<file path="src/rtl/i2c_bit_ctrl_if.sv">
// Command-side bus between the byte sequencer (master) and the I2C bit engine (slave).
interface i2c_bit_ctrl_if #(
  parameter int QW = 16
);
  logic          ena;
  logic [QW-1:0] quarter;
  logic [2:0]    cmd;
  logic          cmd_valid;
  logic          din;
  logic          cmd_ack;
  logic          dout;
  logic          al;
  logic          busy;

  modport master (
    output ena, quarter, cmd, cmd_valid, din,
    input  cmd_ack, dout, al, busy
  );

  modport slave (
    input  ena, quarter, cmd, cmd_valid, din,
    output cmd_ack, dout, al, busy
  );
endinterface

</file>
<file path="src/rtl/i2c_bit_ctrl.sv">
// I2C bit-level master: one START/STOP/WRITE/READ primitive per command in four Q-cycle phases.
// Unstretched latency 4*Q cycles to cmd_ack; slave clock stretching holds the phase counter.
module i2c_bit_ctrl #(
  parameter int QW = 16
) (
  input  logic          sysclk_i,
  input  logic          reset_n_i,
  i2c_bit_ctrl_if.slave bus,
  input  logic          scl_i,
  output logic          scl_oen_o,
  input  logic          sda_i,
  output logic          sda_oen_o
);
  localparam logic [2:0] CMD_START = 3'b001;
  localparam logic [2:0] CMD_STOP  = 3'b010;
  localparam logic [2:0] CMD_WRITE = 3'b011;
  localparam logic [2:0] CMD_READ  = 3'b100;

  localparam logic [2:0] ST_IDLE = 3'd0;
  localparam logic [2:0] ST_A    = 3'd1;
  localparam logic [2:0] ST_B    = 3'd2;
  localparam logic [2:0] ST_C    = 3'd3;
  localparam logic [2:0] ST_D    = 3'd4;

  logic          scl_m, scl_s, sda_m, sda_s, sda_d;
  logic [1:0]    scl_age, sda_age;
  logic [2:0]    state, cmd_r;
  logic          din_r;
  logic [QW-1:0] q_r, cnt;
  logic          ack_q, al_q, dout_q, busy_q;

  logic          scl_settled, sda_settled, hold, phase_end, accept, al_hit;
  logic [QW-1:0] q_eff;

  always_ff @(posedge sysclk_i or negedge reset_n_i) begin
    if (!reset_n_i) begin
      scl_m <= 1'b1;
      scl_s <= 1'b1;
      sda_m <= 1'b1;
      sda_s <= 1'b1;
      sda_d <= 1'b1;
    end else begin
      scl_m <= scl_i;
      scl_s <= scl_m;
      sda_m <= sda_i;
      sda_s <= sda_m;
      sda_d <= sda_s;
    end
  end

  // Edges since each line was last released; the synced copy only reflects the pad after two.
  always_ff @(posedge sysclk_i or negedge reset_n_i) begin
    if (!reset_n_i) begin
      scl_age <= 2'd3;
      sda_age <= 2'd3;
    end else begin
      if (!scl_oen_o)            scl_age <= 2'd0;
      else if (scl_age != 2'd3)  scl_age <= scl_age + 2'd1;
      if (!sda_oen_o)            sda_age <= 2'd0;
      else if (sda_age != 2'd3)  sda_age <= sda_age + 2'd1;
    end
  end

  always_comb begin
    scl_settled = scl_age[1];
    sda_settled = sda_age[1];
    q_eff       = (bus.quarter == '0) ? QW'(1) : bus.quarter;
    // A freshly released SCL still reads low through the synchroniser; only a settled low is a stretch.
    hold        = (state != ST_IDLE) && scl_oen_o && scl_settled && !scl_s;
    phase_end   = (state != ST_IDLE) && (cnt == '0) && !hold;
    accept      = (state == ST_IDLE) && bus.ena && bus.cmd_valid &&
                  (bus.cmd inside {CMD_START, CMD_STOP, CMD_WRITE, CMD_READ});
    al_hit      = scl_s && !sda_s && scl_settled && sda_settled &&
                  (((cmd_r == CMD_START) && (state == ST_B)) ||
                   ((cmd_r == CMD_WRITE) && din_r && ((state == ST_B) || (state == ST_C))) ||
                   ((cmd_r == CMD_STOP) && (state == ST_D) && phase_end));
  end

  always_ff @(posedge sysclk_i or negedge reset_n_i) begin
    if (!reset_n_i) begin
      state     <= ST_IDLE;
      cmd_r     <= 3'b000;
      din_r     <= 1'b0;
      q_r       <= QW'(1);
      cnt       <= '0;
      scl_oen_o <= 1'b1;
      sda_oen_o <= 1'b1;
      ack_q     <= 1'b0;
      al_q      <= 1'b0;
      dout_q    <= 1'b0;
    end else begin
      ack_q <= 1'b0;
      al_q  <= 1'b0;
      if (!bus.ena) begin
        state     <= ST_IDLE;
        scl_oen_o <= 1'b1;
        sda_oen_o <= 1'b1;
      end else if (accept) begin
        state <= ST_A;
        cmd_r <= bus.cmd;
        din_r <= bus.din;
        q_r   <= q_eff;
        cnt   <= q_eff - QW'(1);
        case (bus.cmd)
          CMD_START: sda_oen_o <= 1'b1;
          CMD_STOP: begin
            sda_oen_o <= 1'b0;
            scl_oen_o <= 1'b0;
          end
          CMD_WRITE: begin
            sda_oen_o <= bus.din;
            scl_oen_o <= 1'b0;
          end
          default: begin
            sda_oen_o <= 1'b1;
            scl_oen_o <= 1'b0;
          end
        endcase
      end else if (al_hit) begin
        al_q      <= 1'b1;
        state     <= ST_IDLE;
        scl_oen_o <= 1'b1;
        sda_oen_o <= 1'b1;
      end else if (state != ST_IDLE) begin
        if (!phase_end) begin
          if (!hold) cnt <= cnt - QW'(1);
        end else begin
          cnt <= q_r - QW'(1);
          case (state)
            ST_A: begin
              state     <= ST_B;
              scl_oen_o <= 1'b1;
            end
            ST_B: begin
              state <= ST_C;
              if (cmd_r == CMD_START) sda_oen_o <= 1'b0;
            end
            ST_C: begin
              state <= ST_D;
              if (cmd_r == CMD_STOP) sda_oen_o <= 1'b1;
              else                   scl_oen_o <= 1'b0;
              if (cmd_r == CMD_READ) dout_q <= sda_s;
            end
            default: begin
              state <= ST_IDLE;
              ack_q <= 1'b1;
            end
          endcase
        end
      end
    end
  end

  // Bus-busy follows START/STOP conditions seen on the wire, whoever generated them.
  always_ff @(posedge sysclk_i or negedge reset_n_i) begin
    if (!reset_n_i)                     busy_q <= 1'b0;
    else if (!bus.ena)                  busy_q <= 1'b0;
    else if (scl_s && sda_d && !sda_s)  busy_q <= 1'b1;
    else if (scl_s && !sda_d && sda_s)  busy_q <= 1'b0;
  end

  assign bus.cmd_ack = ack_q;
  assign bus.al      = al_q;
  assign bus.dout    = dout_q;
  assign bus.busy    = busy_q;
endmodule

</file>
<file path="src/flat_wrapper.sv">
// flat-port wrapper written by rule: the top's interface ports become plain ports
module i2c_bit_ctrl_flat 
#(
  parameter int QW = 16
)
  (sysclk_i, reset_n_i, scl_i, scl_oen_o, sda_i, sda_oen_o, bus_ena, bus_quarter, bus_cmd, bus_cmd_valid, bus_din, bus_cmd_ack, bus_dout, bus_al, bus_busy);
  i2c_bit_ctrl_if #(.QW(QW)) bus_i ();
  input  logic sysclk_i;
  input  logic reset_n_i;
  input  logic scl_i;
  output logic scl_oen_o;
  input  logic sda_i;
  output logic sda_oen_o;
  input wire logic [$bits(bus_i.ena)-1:0] bus_ena;
  input wire logic [$bits(bus_i.quarter)-1:0] bus_quarter;
  input wire logic [$bits(bus_i.cmd)-1:0] bus_cmd;
  input wire logic [$bits(bus_i.cmd_valid)-1:0] bus_cmd_valid;
  input wire logic [$bits(bus_i.din)-1:0] bus_din;
  output wire logic [$bits(bus_i.cmd_ack)-1:0] bus_cmd_ack;
  output wire logic [$bits(bus_i.dout)-1:0] bus_dout;
  output wire logic [$bits(bus_i.al)-1:0] bus_al;
  output wire logic [$bits(bus_i.busy)-1:0] bus_busy;
  assign bus_i.ena = bus_ena;
  assign bus_i.quarter = bus_quarter;
  assign bus_i.cmd = bus_cmd;
  assign bus_i.cmd_valid = bus_cmd_valid;
  assign bus_i.din = bus_din;
  assign bus_cmd_ack = bus_i.cmd_ack;
  assign bus_dout = bus_i.dout;
  assign bus_al = bus_i.al;
  assign bus_busy = bus_i.busy;
  i2c_bit_ctrl #(.QW(QW)) u_core (.sysclk_i(sysclk_i), .reset_n_i(reset_n_i), .bus(bus_i), .scl_i(scl_i), .scl_oen_o(scl_oen_o), .sda_i(sda_i), .sda_oen_o(sda_oen_o));
endmodule
</file>
<file path="config.mk">
export PLATFORM = sky130hd
export DESIGN_NAME = i2c_bit_ctrl_flat
export DESIGN_NICKNAME = d
export VERILOG_FILES = /design/src/rtl/i2c_bit_ctrl_if.sv /design/src/rtl/i2c_bit_ctrl.sv /design/src/flat_wrapper.sv
export SDC_FILE = /design/constraint.sdc
export NUM_CORES = 1
export LEC_CHECK = 0
export ABC_AREA = 1
export CAP_MARGIN = 20
export CORE_AREA = 2 2 96 98
export CTS_CLUSTER_SIZE = 12
export DETAILED_ROUTE_END_ITERATION = 8
export DIE_AREA = 0 0 98 100
export SLEW_MARGIN = 20
export SYNTH_ARGS = -nofsm -noshare
export SYNTH_HDL_FRONTEND = slang
export SYNTH_SLANG_ARGS = --single-unit
</file>
<file path="constraint.sdc">
create_clock -name sysclk_i -period 3 [get_ports sysclk_i]
set_input_delay 0.45 -clock sysclk_i [delete_from_list [all_inputs] [get_ports sysclk_i]]
set_output_delay 0.45 -clock sysclk_i [all_outputs]
set_load 0.02 [all_outputs]
</file>
==> impl_metrics.yaml, run 1 <==
clocking:
  clock_sinks: 54
  cts_tree: "yes"
  postCtsSetupRepairBufs: 0
  clockBufferDepth: 2
  numCtsBuffers: 5
  cts_root_buf: "clkbuf_8"
  post_cts_resized: 0
  cts_max_level: 2
  clk_latency_ps: 320
  clk_pin_slew_ps: 100
  cts_hold_buffers: 0
yosys:
  synth_top_flop_cell: "dfrtp_1"
  syn_area_per_cell_um2: 7.400
  ys_types: 38
  async_flop_share: 1.000
  ys_warn_count: 0
  synth_edf_count: 0
  synth_cells: 466
  synth-seq-cells: 54
  synth_fp_nets: 495
  synth_seq_area_share: 0.3962
  syn_area_um2: 3448
timing:
  hold_ws_ps: 121.9
  finalCritPeriodShare: 0.8641
  finalHoldViolations: 0
  drv_slew: 0
  setup_viol: 0
  final.setup.tns_ps: 0
  fin_crit_ps: 2592
  grt_setup_unrepaired: "no"
  tightestPinTransition_ps: 316.7
  max_slew_margin: 0.7881
  fmax_ghz: 0.3858
  clock_skew_ps: 11.56
critical_path:
  crit_path_cell_trace: "inv_1 -> nand3_1 -> nand2_4 -> inv_4 -> nand3_4 -> nand2_4 -> nand2_2 -> a21oi_4 -> ha_1 -> nand3_1 -> nor2_4 -> nand2_2 -> nor2_2 -> nand3_1 -> nand3_1 -> nand2_1"
  cpMostUsedCell: "nand3_1"
  crit_required_ps: 3220
  reg2reg_slack_ps: 410
  cp-end-kind: "flip-flop"
  reg2reg_depth: 16
  worstPathMaxFanout: 19
  worst_setup_path_start_kind: "flip-flop"
  crit_type: "flip-flop to flip-flop"
  critPathMaxStageDelay_ps: 520
  crit_slowest_cell: "dfstp_2"
  critical_path_arrival_ps: 2810
power:
  p_sw_mw: 1.186
  clock_power_share: 0.148
  pwr-share-seq: 0.390
  p_per_area_nw_per_um2: 697.7
  cellLeakagePower_nw: 2.040
  p_int_mw: 1.588
  swShare: 0.4277
  p_comb_frac: 0.462
  max-vdd-ir-drop_uv: 254.8
routing:
  drc_errors: 0
  via_count: 2899
  vias_per_cell: 4.714
  drtIter0Drc: 125
  wl_per_cell_um: 12.23
  wl_mm: 7.519
  first_pass_iters: 4
  ant_nets: 0
hold_path:
  hold_class: "input pin to asynchronous set/reset pin"
floorplanning:
  die_height_um: 100
  ioPinCount: 32
  dieArea_um2: 9800
  start_util: 0.3879
  rows: 35
  core_um2: 8890
  dieWidth_um: 98
placement:
  dp_hpwl_mm: 5.694
  place_area_um2: 3890
  gp_congestion: 0.8628
  port_buffers: 31
global_routing:
  grt_max_degree: 55
  grt_util_all_layers: 0.1673
  grt_overflow: 0
  grt_first_pass_wirelength_mm: 13.39
  grt_pass1_vias: 2939
  antenna_found_initial: 0
flow_run:
  cap_violations: 0
layout:
  drive_above_1_share: 0.1905
  syn_to_final_growth_pct: 15.31
  post-route-cell-area_um2: 3976
  finalNetCount: 532
  diodes: 0
status:
  status: "finished clean"
## cell type report
class	count	area, µm²
fill	903	4913
multi-input combinational	324	1712
sequential	54	1366
timing repair buffer	38	370.4
inverter	80	302.8
tap	111	138.9
clock buffer	6	72.57
clock inverter	2	13.76
## cells by family after synthesis
| logic type | synth area share |
|---|---|
| AOI/OAI and AO/OA | 0.06641 |
| xor gates and xnor gates | 0.01016 |
| adders and majority gates | 0.01089 |
| buffers and inverters | 0.1074 |
| DFF | 0.3962 |
| muxes | 0.002903 |
| and+or+nand+nor | 0.4060 |
## layout by cell type, fill, tap and decap left out, types with 2 or more instances in the layout
master and count:
nand2_1 133, inv_1 73, nor2_1 50, dfrtp_1 42, clkdlybuf4s50_1 30, nand3_1 24
nand2_2 23, o21ai_0 22, nand2_4 13, dfstp_2 12, nand4_1 10, nor2_2 9
nor2_4 8, inv_2 6, a21oi_1 6, buf_4 6, clkbuf_8 5, ha_1 3
nand3_4 2, xnor2_1 2, nor3_1 2, xor2_1 2, o22ai_1 2, o21ai_1 2
## power groups by stage
stage / clock, mW / combinational (mW) / sequential (mW)
2_1_floorplan: 0 / 1.02 / 1.07
5_1_grt: 0.458 / 1.47 / 1.11
3_3_place_gp: 0 / 1.26 / 1.09
6_report: 0.410 / 1.28 / 1.08
4_1_cts: 0.428 / 1.30 / 1.08
3_5_place_dp: 0 / 1.29 / 1.10
## registers in the layout, summed over array words and instances (netlist names)
signal	flops
u_core.sda_m	1
u_core.cmd_r	3
u_core.scl_age	2
u_core.scl_oen_o	1
u_core.bus.cmd_ack	1
u_core.bus.al	1
u_core.sda_s	1
u_core.scl_m	1
u_core.q_r	16
u_core.bus.dout	1
u_core.scl_s	1
u_core.state	3
u_core.cnt	16
u_core.sda_oen_o	1
u_core.sda_age	2
u_core.bus.busy	1
u_core.din_r	1
u_core.sda_d	1
## per-layer routing
metal | vias up | GRT usage | part of all wire
li1 | 1492 | - | -
met1 | 1348 | 0.2109 | 0.46
met2 | 48 | 0.2924 | 0.49
met3 | 11 | 0.02577 | 0.034
met4 | 0 | 0.05983 | 0.023
met5 | - | 0 | 0
## per-stage QoR
step           utilization  power [mW]  setup WS (ps)  std cells
2_1_floorplan            -       2.090          759.3        466
4_1_cts             0.4473       2.808          393.2        615
6_report            0.4473       2.774          407.8        615
3_5_place_dp        0.4376       2.389          125.3        607
3_3_place_gp        0.4376       2.352          178.5        607
5_1_grt             0.4473       3.038          155.4        615
## synthesized netlist by cell type, types with 2 or more instances
cell type    n  area share
nor2_2       9       0.016
a21oi_1      6      0.0087
nor3_1       2      0.0029
buf_2        2      0.0029
nand3_4      2       0.010
o22ai_1      2      0.0036
nand2_4     13       0.042
nand3_1     24       0.035
nand2_2     23       0.042
nor2_4       8       0.026
inv_1       73       0.079
inv_2        6      0.0065
xor2_1       2      0.0051
nand4_1     10       0.018
nand2_1    133        0.14
xnor2_1      2      0.0051
dfstp_2     12       0.091
nor2_1      50       0.054
o21ai_1      2      0.0029
buf_4        3      0.0065
ha_1         3       0.011
dfrtp_1     42        0.30
o21ai_0     22       0.032
## worst paths after layout
kind | start | end
max | u_core.scl_s | u_core.cnt[10]
min | reset_n_i | u_core.bus.dout
max reg2reg | u_core.scl_s | u_core.cnt[10]
min reg2reg | u_core.sda_m | u_core.sda_s
max in group asynchronous | reset_n_i | u_core.q_r[0]
min in group sysclk_i | u_core.sda_m | u_core.sda_s
## critical path, delay by kind of cell (launching register included)
| family | cells | cell delay, ps |
|---|---|---|
| fa+ha+maj | 1 | 210 |
| compound gates | 1 | 180 |
| simple gates | 12 | 1470 |
| buf+inv | 2 | 110 |
| flops | 1 | 520 |
(Power assumes the default switching activity.)
==> run 2, diff against run 1 <==
clock period = 2.25 ns   (was 3 ns; I/O delays follow)
==> run 2 against run 1 <==
Compared with the run above:
- combinational power increased by 78%
- via count increased by 10%
- maximum frequency grew 19%
- clock power increased by 42%
- hold slack worse by 120 ps
- clock skew hardly changed
- worst setup slack worse by 340 ps
- flip-flop and latch count unchanged
- design area rose by 16%
- first-iteration DRC count grew 11%
==> impl_metrics.yaml, run 2 (synthesis gave the netlist of run 1 again) <==
timing:
  final.setup.tns_ps: 0
  finalHoldViolations: 0
  tightestPinTransition_ps: 357.4
  max_slew_margin: 0.7592
  finalCritPeriodShare: 0.9705
  fin_crit_ps: 2184
  fmax_ghz: 0.4580
  worst_slack_ps: 66.45
  drv_slew: 0
  clock_skew_ps: 11.32
  setup_viol: 0
  grt_setup_unrepaired: "yes"
layout:
  final_cells: 682
  finalNetCount: 599
  post-route-cell-area_um2: 4621
  fillers: 872
  syn_to_final_growth_pct: 34.00
  reg.largest.list: "u_core.cnt (16), u_core.q_r (16)"
  final_common_cell: "nand2_1"
  diodes: 0
  final_cell_mix: "126 x nand2_1, 72 x inv_1, 70 x buf_4, 45 x nor2_1, 42 x dfrtp_1"
  drive_above_1_share: 0.3222
routing:
  wl_mm: 8.149
  vias_per_cell: 4.694
  first_pass_iters: 4
  drtIter0Drc: 139
  via_count: 3201
  drc_errors: 0
  ant_nets: 0
  wl_per_cell_um: 11.95
clocking:
  clock_sinks: 54
  cts_max_level: 2
  clockBufferDepth: 2
  clk_latency_ps: 310
  numCtsBuffers: 5
  cts_hold_buffers: 0
  cts_tree: "yes"
  cts_root_buf: "clkbuf_8"
  clk_pin_slew_ps: 100
critical_path:
  cp-end-kind: "flip-flop"
  reg2reg_depth: 15
  cp-endpoint: "u_core.cnt[10]"
  crit_type: "flip-flop to flip-flop"
  critical_path_arrival_ps: 2400
  worst_setup_path_start_kind: "flip-flop"
  crit_path_cell_trace: "nor2_1 -> nand2_1 -> nor2_2 -> nand3_4 -> nand2_4 -> nand2_2 -> a21oi_4 -> ha_4 -> nand3_4 -> nor2_4 -> nand2_4 -> nor2_4 -> nand3_1 -> nand3_1 -> nand2_1"
  crit_required_ps: 2470
  crit_slowest_cell: "dfrtp_1"
  worstPathMaxFanout: 5
  reg2reg_slack_ps: 70
  startpoint: "u_core.cnt[7]"
  timing.rr.end: "u_core.cnt[10]"
  critPathMaxStageDelay_ps: 400
  regToRegStartpoint: "u_core.cnt[7]"
global_routing:
  grt_first_pass_wirelength_mm: 13.68
  grt_pass1_vias: 3106
  grt_util_all_layers: 0.1695
  grt_max_degree: 55
  antenna_found_initial: 0
  grt_overflow: 0
floorplanning:
  ioPinCount: 32
  dieArea_um2: 9800
  core_um2: 8890
  die_height_um: 100
  rows: 35
  start_util: 0.3879
  dieWidth_um: 98
placement:
  pre_cts_ws_ps: -281.0
  gp_congestion: 0.8542
  place_area_um2: 4325
  port_buffers: 31
  place_inst: 665
  dp_hpwl_mm: 6.026
power:
  p_per_area_nw_per_um2: 932.6
  p_total_mw: 4.309
  cellLeakagePower_nw: 2.395
  max-vdd-ir-drop_uv: 393.1
flow_run:
  cap_violations: 0
hold_path:
  hold_class: "input pin to asynchronous set/reset pin"
status:
  status: "finished clean"
==> run 2: cell types whose count changed in the layout (fill, tap and decap cells not counted), sizes merged <==
cell / delta
buf: +67
==> run 2: worst min-delay path by stage <==
stage / start / slack (ps) / end / depth (start not counted)
2_1_floorplan: reset_n_i / 40 / u_core.bus.al / 0
3_3_place_gp: u_core.scl_m / 350 / u_core.scl_s / 0
3_5_place_dp: u_core.scl_m / 350 / u_core.scl_s / 0
4_1_cts: reset_n_i / 20 / u_core.q_r[11] / 2
5_1_grt: reset_n_i / 40 / u_core.bus.dout / 2
6_report: reset_n_i / 2 / u_core.bus.dout / 2
==> run 2: where the power goes <==
part           total [mW]  switching (mW)  internal, mW
clock network       0.581           0.332         0.249
logic                2.28            1.26          1.02
registers            1.45           0.176          1.27
total                4.31            1.77          2.54
==> run 2: cell type report <==
class / count / area (µm²) / share of cell area
clock buffers: 6 / 82.58 / 0.01787
clock inverters: 2 / 12.51 / 0.002708
inverters: 80 / 302.8 / 0.06553
multi-input cells: 324 / 1833 / 0.3967
flip-flops and latches: 54 / 1366 / 0.2957
well taps: 111 / 138.9 / 0.03006
repair buffers: 105 / 884.6 / 0.1914
==> run 2: critical path: cells and delay by family (launching register included) <==
kind | cells | cell delay, ps
adder cells (fa/ha/maj) | 1 | 170
AO/OA/AOI/OAI | 1 | 160
flip-flops | 1 | 400
AND/OR/NAND/NOR | 13 | 1350
==> run 2: repair_timing <==
action | in CTS | in global routing
gates resized for setup | 0 | 35
endpoints found under the setup margin | 0 | 21
setup buffers | 0 | 9
==> run 2: routing by layer <==
metal  vias up  global-route usage  routed length, µm
met1      1517              0.2066               3516
met3         9             0.02507                239
met4         0             0.04487                106
met2        42              0.3135               4287
met5         -                   0                  0
li1       1633                   -                  -
==> run 2: through the flow <==
stage,util,hold WS [ps]
2_1_floorplan,-,41.91
3_3_place_gp,0.4866,345.5
3_5_place_dp,0.4866,346.9
4_1_cts,0.4973,20.96
5_1_grt,0.5198,43.23
6_report,0.5198,2.494
==> run 3, diff against run 2 <==
CTS_BUF_LIST = sky130_fd_sc_hd__clkbuf_16   (was not set)
==> run 3 against run 2 <==
Compared with the run above:
- design area rose by 0.38%
- die area is the same
- clock power grew 31%
- global-route usage is essentially flat
- maximum frequency grew 1.3%
- via count fell by 2.1%
- register-to-register slack better by 30 ps
- first-iteration DRC count fell by 19%
- wire length shrank 0.53%
- combinational power about the same
- critical endpoint is now u_core.cnt[12]
- largest cell class unchanged
- highest routed layer unchanged
==> impl_metrics.yaml, run 3 (synthesis gave the netlist of run 1 again) <==
layout:
  fillers: 869
  reg.largest.list: "u_core.cnt (16), u_core.q_r (16)"
  final_cells: 679
  syn_to_final_growth_pct: 34.51
  multi_input_area_um2: 1826
  finalNetCount: 596
  drive_above_1_share: 0.3116
  final_cell_mix: "129 x nand2_1, 72 x inv_1, 68 x buf_4, 45 x nor2_1, 42 x dfrtp_1"
  diodes: 0
  final_common_cell: "nand2_1"
  final-seq-area_um2: 1366
power:
  p_per_area_nw_per_um2: 961.0
  cellLeakagePower_nw: 2.416
  max-vdd-ir-drop_uv: 406.5
  p_total_mw: 4.457
clocking:
  numCtsBuffers: 5
  cts_tree: "yes"
  clock_sinks: 54
  clk_pin_slew_ps: 70
  cts_root_buf: "clkbuf_16"
  clockBufferDepth: 2
  cts_max_level: 2
  cts_hold_buffers: 0
  clk_latency_ps: 290
global_routing:
  antenna_found_initial: 0
  grt_max_degree: 55
  grt_overflow: 0
  grt_first_pass_wirelength_mm: 13.63
  grt_pass1_vias: 3063
  grt_util_all_layers: 0.1691
timing:
  finalCritPeriodShare: 0.9577
  drv_slew: 0
  fmax_ghz: 0.4641
  finalHoldViolations: 0
  final.setup.tns_ps: 0
  clock_skew_ps: 5.935
  max_slew_margin: 0.7795
  grt_setup_unrepaired: "yes"
  tightestPinTransition_ps: 327.3
  hold_ws_ps: 26.39
  setup_viol: 0
  worst_slack_ps: 95.18
  fin_crit_ps: 2155
critical_path:
  worst_setup_path_start_kind: "flip-flop"
  critical_path_arrival_ps: 2390
  crit_required_ps: 2480
  crit_type: "flip-flop to flip-flop"
  cp-end-kind: "flip-flop"
  worstPathMaxFanout: 5
routing:
  drc_errors: 0
  ant_nets: 0
  vias_per_cell: 4.617
  via_count: 3135
  wl_per_cell_um: 11.94
  drtIter0Drc: 113
  wl_mm: 8.106
  first_pass_iters: 4
placement:
  dp_hpwl_mm: 6.026
  port_buffers: 31
  pre_cts_ws_ps: -281.0
  gp_congestion: 0.8542
  place_inst: 665
floorplanning:
  start_util: 0.3879
  dieArea_um2: 9800
  core_um2: 8890
  ioPinCount: 32
  die_height_um: 100
  rows: 35
  dieWidth_um: 98
hold_path:
  hold_class: "input pin to asynchronous set/reset pin"
flow_run:
  cap_violations: 0
status:
  status: "finished clean"
run 3: worst paths after layout:
path	from	end	slack (ps)	cells past startpoint
worst min-delay path	reset_n_i	u_core.bus.dout	30	2
max in group asynchronous	reset_n_i	u_core.q_r[0]	1920	2
worst max register to register	u_core.cnt[9]	u_core.cnt[12]	100	16
worst min register to register	u_core.scl_m	u_core.scl_s	360	0
worst max-delay path	u_core.cnt[9]	u_core.cnt[12]	100	16
min in group sysclk_i	u_core.scl_m	u_core.scl_s	360	0
run 3: worst max-delay path: stages (launching register included):
cell	delay, ps
dfrtp_1	400
nor2_1	110
nand2_1	90
nor2_2	170
nand3_4	120
nand2_4	110
nand2_2	60
a21oi_4	150
ha_4	170
nand3_4	80
nor2_4	170
inv_2	60
nor2_2	130
nand2_1	60
nand2_1	70
nand3_1	80
nand2_1	70
run 3: cell type report:
cell class | count | share of cell area
tap | 111 | 0.02994
clock inverter | 3 | 0.003507
clock buffer | 5 | 0.02698
multi-input combinational | 324 | 0.3936
inverter | 80 | 0.06528
timing repair buffer | 102 | 0.1861
sequential | 54 | 0.2946
run 3: power breakdown:
| part | leakage (nW) | internal (mW) | total, mW | switching, mW |
|---|---|---|---|---|
| logic | 1.69 | 1.00 | 2.25 | 1.25 |
| clock network | 0.0689 | 0.408 | 0.764 | 0.356 |
| registers | 0.660 | 1.27 | 1.44 | 0.173 |
run 3: what timing repair did:
item                                    4_1_cts  5_1_grt
endpoints found under the setup margin        0       21
resized for setup                             0       33
buffers inserted                              0        6
run 3: routing by layer:
metal,share of wire,global-route usage,vias to the layer above
li1,-,-,1627
met1,0.44,0.2088,1463
met2,0.52,0.3119,34
met3,0.026,0.02507,11
met4,0.012,0.03953,0
met5,0,0,-
run 3: stage by stage:
stage,utilization,instance area [µm²]
2_1_floorplan,-,3448
3_3_place_gp,0.4866,4325
3_5_place_dp,0.4866,4325
4_1_cts,0.5025,4467
5_1_grt,0.5217,4638
6_report,0.5217,4638
